===== src/rtl/ldl_fifo_rd_stream_v1.sv =====
// rtl/ldl_fifo_rd_stream_v1.sv - async FIFO read port to valid/ready stream adapter with credit-based skid buffer
// Optional beat counter (o_beats/o_beats_clr) enabled by defining LDL_FIFO_RD_STREAM_CNT_EN.
module ldl_fifo_rd_stream_v1 #(
  parameter  int DW     = 8,
  parameter  int RD_LAT = 1,
  localparam int DEPTH  = RD_LAT + 1,
  localparam int LW     = $clog2(DEPTH + 1)
) (
  input  logic          clk,
  input  logic          rst,
  input  logic          en,
  input  logic          f_empty,
  output logic          f_re,
  input  logic [DW-1:0] f_dout,
  output logic          o_valid,
  input  logic          o_ready,
  output logic [DW-1:0] o_data,
  output logic [LW-1:0] o_level
`ifdef LDL_FIFO_RD_STREAM_CNT_EN
  ,
  output logic [31:0]   o_beats,
  input  logic          o_beats_clr
`endif
);

  localparam int PW = $clog2(DEPTH);
  localparam int CW = LW + 1;

  logic [DW-1:0]     mem [DEPTH];
  logic [PW-1:0]     rd_ptr, wr_ptr, rd_ptr_nx;
  logic [RD_LAT-1:0] inflight;
  logic [CW-1:0]     flight;
  logic [LW-1:0]     level_nx;
  logic              pop, push;

  function automatic logic [PW-1:0] ptr_inc(input logic [PW-1:0] p);
    return (p == PW'(DEPTH - 1)) ? '0 : p + PW'(1);
  endfunction

  always_comb begin
    flight = '0;
    for (int i = 0; i < RD_LAT; i++) flight = flight + CW'(inflight[i]);
  end

  assign pop  = o_valid & o_ready;
  assign push = inflight[RD_LAT-1];

  // Credit: every issued read already owns a buffer slot, so a landing word is never dropped.
  assign f_re = rst & en & ~f_empty & ((CW'(o_level) + flight) < (CW'(DEPTH) + CW'(pop)));

  assign rd_ptr_nx = pop ? ptr_inc(rd_ptr) : rd_ptr;
  assign level_nx  = o_level + LW'(push) - LW'(pop);

  always_ff @(posedge clk) begin
    if (push) mem[wr_ptr] <= f_dout;
  end

  always_ff @(posedge clk or negedge rst) begin
    if (!rst) begin
      inflight <= '0;
      rd_ptr   <= '0;
      wr_ptr   <= '0;
      o_level  <= '0;
      o_valid  <= 1'b0;
      o_data   <= '0;
    end else begin
      inflight <= (inflight << 1) | RD_LAT'(f_re);
      if (push) wr_ptr <= ptr_inc(wr_ptr);
      rd_ptr  <= rd_ptr_nx;
      o_level <= level_nx;
      o_valid <= (level_nx != '0);
      // A word landing into a slot that becomes the head bypasses the memory read.
      if (level_nx != '0)
        o_data <= (push && (wr_ptr == rd_ptr_nx)) ? f_dout : mem[rd_ptr_nx];
    end
  end

`ifdef LDL_FIFO_RD_STREAM_CNT_EN
  always_ff @(posedge clk or negedge rst) begin
    if (!rst)             o_beats <= '0;
    else if (o_beats_clr) o_beats <= '0;
    else if (pop)         o_beats <= o_beats + 32'd1;
  end
`endif

  level_bound: assert property (@(posedge clk) disable iff (!rst) o_level <= LW'(DEPTH));

endmodule


===== config.mk =====
export PLATFORM = sky130hd
export DESIGN_NAME = ldl_fifo_rd_stream_v1
export DESIGN_NICKNAME = d
export VERILOG_FILES = /design/src/rtl/ldl_fifo_rd_stream_v1.sv
export SDC_FILE = /design/constraint.sdc
export NUM_CORES = 1
export LEC_CHECK = 0
export ABC_AREA = 1
export ABC_CLOCK_PERIOD_IN_PS = 1640
export CORE_AREA = 3 3 75 77
export CTS_BUF_LIST = sky130_fd_sc_hd__clkbuf_8
export DETAILED_ROUTE_END_ITERATION = 16
export DIE_AREA = 0 0 78 80
export DONT_BUFFER_PORTS = 1
export PLACE_DENSITY = 0.5
export SETUP_SLACK_MARGIN = 0.5
export SLEW_MARGIN = 25
export SYNTH_ARGS = -nofsm -noshare
export SYNTH_HDL_FRONTEND = slang
export SYNTH_SLANG_ARGS = --single-unit

===== constraint.sdc =====
create_clock -name clk -period 1.64 [get_ports clk]
set_input_delay 0.082 -clock clk [delete_from_list [all_inputs] [get_ports clk]]
set_output_delay 0.082 -clock clk [all_outputs]
set_load 0.02 [all_outputs]

* Yosys cells after proc, flatten, opt, wreduce, memory -nomap -nowiden
Memory sizes are Yosys's and may differ from the RTL's. A register that Yosys moved wholly into a read port is not among the register bits.
Cells that the tools add are included.
** Cells by class
- Add/subtract/negate cells :: 6
- Magnitude comparators :: 1
- Muxes and demuxes :: 5
- Bitwise logic cells :: 5
- Reduce and logical (&&, ||, !) cells :: 2
** Operators by type and width (number)
- 2-to-1 mux 1 bit :: 5
- bitwise AND 1 bit :: 4
- adder 2 x 1 -> 3 bit :: 1
- adder 2 x 1 -> 3 bit (first input constant) :: 1
- < comparator 3 bit :: 1
- adder 1 bit (second input constant) :: 2
- adder 2 x 1 -> 2 bit :: 1
- nonzero test 2 bit :: 1
- subtractor 2 x 1 -> 2 bit :: 1
- logical NOT 1 bit :: 1
- NOT 1 bit :: 1
** Storage, ports and cells
- Register bits :: 6
- Memory bits (writable) :: 16
- Bits of input ports :: 13
- Memories :: 1
** Memories
- mem :: words 2, bits a word 8, read ports 1, clocked after memory_dff 1, write ports 1, RTL line 29 : logic [DW-1:0] mem [DEPTH];

* Logic depth before layout (Yosys ltp)
- Depth after elaboration :: 4
- Mapped depth :: 11
- Depth with buffers taken out :: 11

* Worst setup path after synthesis
Ideal clock, no wire load.
- Path type :: flip-flop to flip-flop
- Start :: register o_level[0]
- End :: register inflight
- Setup time :: 0.205 ns
- Arrival time :: 1.716 ns
- Required time :: 1.435 ns
- Setup slack :: -0.281 ns
- Cell stages (with the launch flop) :: 5
- Path buffers :: 0
- Clock period less this slack :: 1.921 ns
- Path through :: dfrtp_1 ha_1 ha_1 o21a_1 nor4_1
** Between the ends
- Cells in the longest elaborated chain, start to end :: 3
** Ends and longest elaborated chain
- start, declared :: RTL line 18 : output logic [LW-1:0] o_level
- start signal, assigned :: RTL line 70 : o_level <= level_nx;
- adder 2 x 1 -> 3 bit :: RTL line 49 : assign f_re = rst & en & ~f_empty & ((CW'(o_level) + flight) < (CW'(DEPTH) + CW'(pop)));
- < comparator 3 bit :: RTL line 49
- bitwise AND 1 bit :: RTL line 49
- named net f_re :: RTL line 13 : output logic f_re,
- end signal, assigned :: RTL line 67 : inflight <= (inflight << 1) | RD_LAT'(f_re);
- end, declared :: RTL line 31 : logic [RD_LAT-1:0] inflight;
The timed path passes the listed nets, and every way through them passes these cells.
A chain may end at the register's enable or synchronous reset.

* Worst setup path in the final report
- Start :: register inflight
- End :: output f_re
** Between the ends
- Cells in the longest elaborated chain, start to end :: 3
** Ends and longest elaborated chain (RTL line)
- adder 2 x 1 -> 3 bit :: 49
- < comparator 3 bit :: 49
- bitwise AND 1 bit :: 49
- end, declared :: 13
Every way passes these cells.

==> results.sh <==
export IMPL_slowest_stage="dfrtp_2"
export IMPL_yosys_area_top_type="edfxtp_1"
export IMPL_grt_overflow_total=0
export IMPL_hpwlAfterDp_um=2320
export IMPL_yosysMostFrequentCell="nand2_1"
export IMPL_antenna_found_initial=0
export IMPL_cts_made_buffers=5
export IMPL_placed_cells=211
export IMPL_power_internal_uw=2010
export IMPL_cts_root_buf="clkbuf_8"
export IMPL_drv_cap=0
export IMPL_path_buf_inv=2
export IMPL_worst_pin_slew_ps=372
export IMPL_clock_latency_ps=280
export IMPL_num_vias=1068
export IMPL_track_usage=0.115
export IMPL_max_slew_margin_rel=0.752
export IMPL_final_max_slew_viol_count=0
export IMPL_hold_buffers=8
export IMPL_drtIter0Drc=33
export IMPL_grt_max_degree=18
export IMPL_clock_fmax_mhz=587
export IMPL_finalHoldViolCount=15
export IMPL_postLayoutCellArea_sq_um=2010
export IMPL_async_reset_ff_frac=0.467
export IMPL_fin_crit_ps=1700
export IMPL_pwr_share_clk=0.149
export IMPL_wl_per_cell_um=14.2
export IMPL_rr_startpoint="inflight"
export IMPL_grt_setup_unrepaired="true"
export IMPL_cp_arrival_ps=1620
export IMPL_combPwrFrac=0.483
export IMPL_avgSynthCellArea_sq_um=10.5
export IMPL_cp_top_family="flip-flops"
export IMPL_num_io_pins=25
export IMPL_cts_sinks=30
export IMPL_diodes=0
export IMPL_p_sw_uw=1590
export IMPL_seqPwrFrac=0.368
export IMPL_min_period_over_period=1.04
export IMPL_netlist_area_sq_um=1430
export IMPL_critPathMaxStageDelay_ps=410
export IMPL_die_h_um=80
export IMPL_synth_area_leaders="edfxtp_1, dfrtp_1, nand2_1"
export IMPL_placed_cell_area_sq_um=1590
export IMPL_setup_violations=9
export IMPL_cts_htree_levels=2
export IMPL_path_cells="buf_4 -> ha_4 -> ha_4 -> o21a_1 -> nor4_4 -> buf_4"
export IMPL_drt_pass1_iter_count=4
export IMPL_path_class="flip-flop to output port"
export IMPL_rows=26
export IMPL_syn_num_nets=153
export IMPL_critPathLaunchType="flip-flop"
export IMPL_dieWidth_um=78
export IMPL_power_density_nw_per_um2=1800
export IMPL_finalWirelength_um=3420
export IMPL_clk_pin_slew_ps=60
export IMPL_end_kind="output port"
export IMPL_critPathMaxFanout=2
export IMPL_fin_util=0.395
export IMPL_viasPerCell=4.45
export IMPL_r2r_end="o_data[2]"
export IMPL_ys_warn_count=0
export IMPL_ys_top_cells_by_count="nand2_1, inv_1, edfxtp_1"
export IMPL_synth_edf_count=16
export IMPL_switching_share=0.442
export IMPL_timing_hold_ws_ps=-506
export IMPL_r2r_slack_ps=-30
export IMPL_clock_path_buffers=2
export IMPL_required_ps=1560
export IMPL_gp_congestion=0.770
export IMPL_tns_ps=-243
export IMPL_nNetsFinal=185
export IMPL_io_buffer_count=0
export IMPL_status="complete, but fails checks"
export IMPL_synth_seq_cells=30
export IMPL_violations="negative hold slack, negative setup slack"
export IMPL_ys_flop_type="edfxtp_1"
export IMPL_r2r_cells=11
export IMPL_initial_utilization=0.283
export IMPL_syn_to_final_growth_pct=39.9
export IMPL_peakVddDrop_mv=1.01
export IMPL_die_area_sq_um=6240
export IMPL_yosysTopAreaCellShare=0.335
export IMPL_ant_nets=0
export IMPL_stdcell_count=240
export IMPL_drive_gt1_frac=0.388
export IMPL_syn_inst=137
export IMPL_core_area_sq_um=5070
export IMPL_p_leak_uw=0.000874
export IMPL_tritoncts="built"
export IMPL_drc_errors=0
export IMPL_clock_skew_ps=6.11
export IMPL_synth_seq_area_share=0.579
export IMPL_setup_ws_ps=-62.5
export IMPL_grt_pass1_vias=1084
export IMPL_yosys_cell_types_count=22
export IMPL_grt_pass1_wl_um=5340
export IMPL_hold_class="input port to asynchronous set/reset pin"
[cell usage in the layout (no fill, tap or decap), types with 3 or more instances in the layout]
master and instances:
nand2_1 30, inv_1 19, edfxtp_1 16, buf_4 12, dfrtp_1 11, nand3_1 9, o21ai_2 8, nand4_1 8
dlygate4sd3_1 8, nand2_2 7, nand2_4 6, clkbuf_8 5, buf_6 4, nand3_2 3, ha_4 3, dfrtp_2 3
[power by group through the flow]
stage / Combinational, uW / Sequential, uW / Clock (uW)
after floorplan: 941 / 1330 / 0
after global placement: 1240 / 1320 / 0
after detailed placement: 1300 / 1320 / 0
after CTS: 1490 / 1320 / 553
after global routing: 1940 / 1350 / 587
final: 1740 / 1330 / 538
[cells by family (layout without fill, tap and decap cells)]
kind of cell,count (synthesis),after routing,synth area share
simple gates,68,70,0.250
flops,30,30,0.579
buf+inv,24,55,0.0724
compound gates,9,9,0.0541
fa+ha+maj,3,3,0.0262
xor+xnor,3,3,0.0183
[worst max-delay path by stage]
stage	from	to	slack (ps)	cells after the start
global route	inflight	o_data[1]	-130	11
detailed placement	inflight	o_data[2]	-20	10
finish	inflight	f_re	-60	6
floorplan	o_valid	o_data[0]	50	11
global placement	inflight	o_data[5]	70	10
CTS	inflight	o_data[2]	-20	11
[layout make-up]
class                           count  area [sq um]
Timing Repair Buffer               25           235
Inverter                           22           103
Tap cell                           70          87.6
Clock inverter                      3          12.5
Clock buffer                        5          68.8
Multi-Input combinational cell     85           664
Sequential cell                    30           835
Fill cell                         522          3070
[repair_timing]
item,CTS,global route
endpoints found under the setup margin,28,29
buffers inserted,5,6
pin swaps,8,8
cloned,1,1
endpoints found under the hold margin,31,15
gates resized for setup,9,26
[sequential cells by signal (all words and copies together), names as in the netlist]
name,count
mem,16
inflight,1
o_data,8
o_level,2
rd_ptr,1
o_valid,1
wr_ptr,1
[layer usage]
| layer | track usage | routed length [um] | vias up |
|---|---|---|---|
| met2 | 0.193 | 1670 | 30 |
| met4 | 0.0420 | 48 | 0 |
| met3 | 0.0372 | 192 | 6 |
| li1 | - | - | 517 |
| met5 | 0 | 0 | - |
| met1 | 0.138 | 1510 | 515 |
[metrics by stage]
| step | setup WS [ps] | power, uW |
|---|---|---|
| final | -62.5 | 3600 |
| after detailed placement | -25.0 | 2620 |
| after CTS | -17.0 | 3360 |
| after global placement | 72.5 | 2560 |
| after floorplan | 46.0 | 2270 |
| after global routing | -130 | 3880 |
Power figures use the tool's default switching activity.
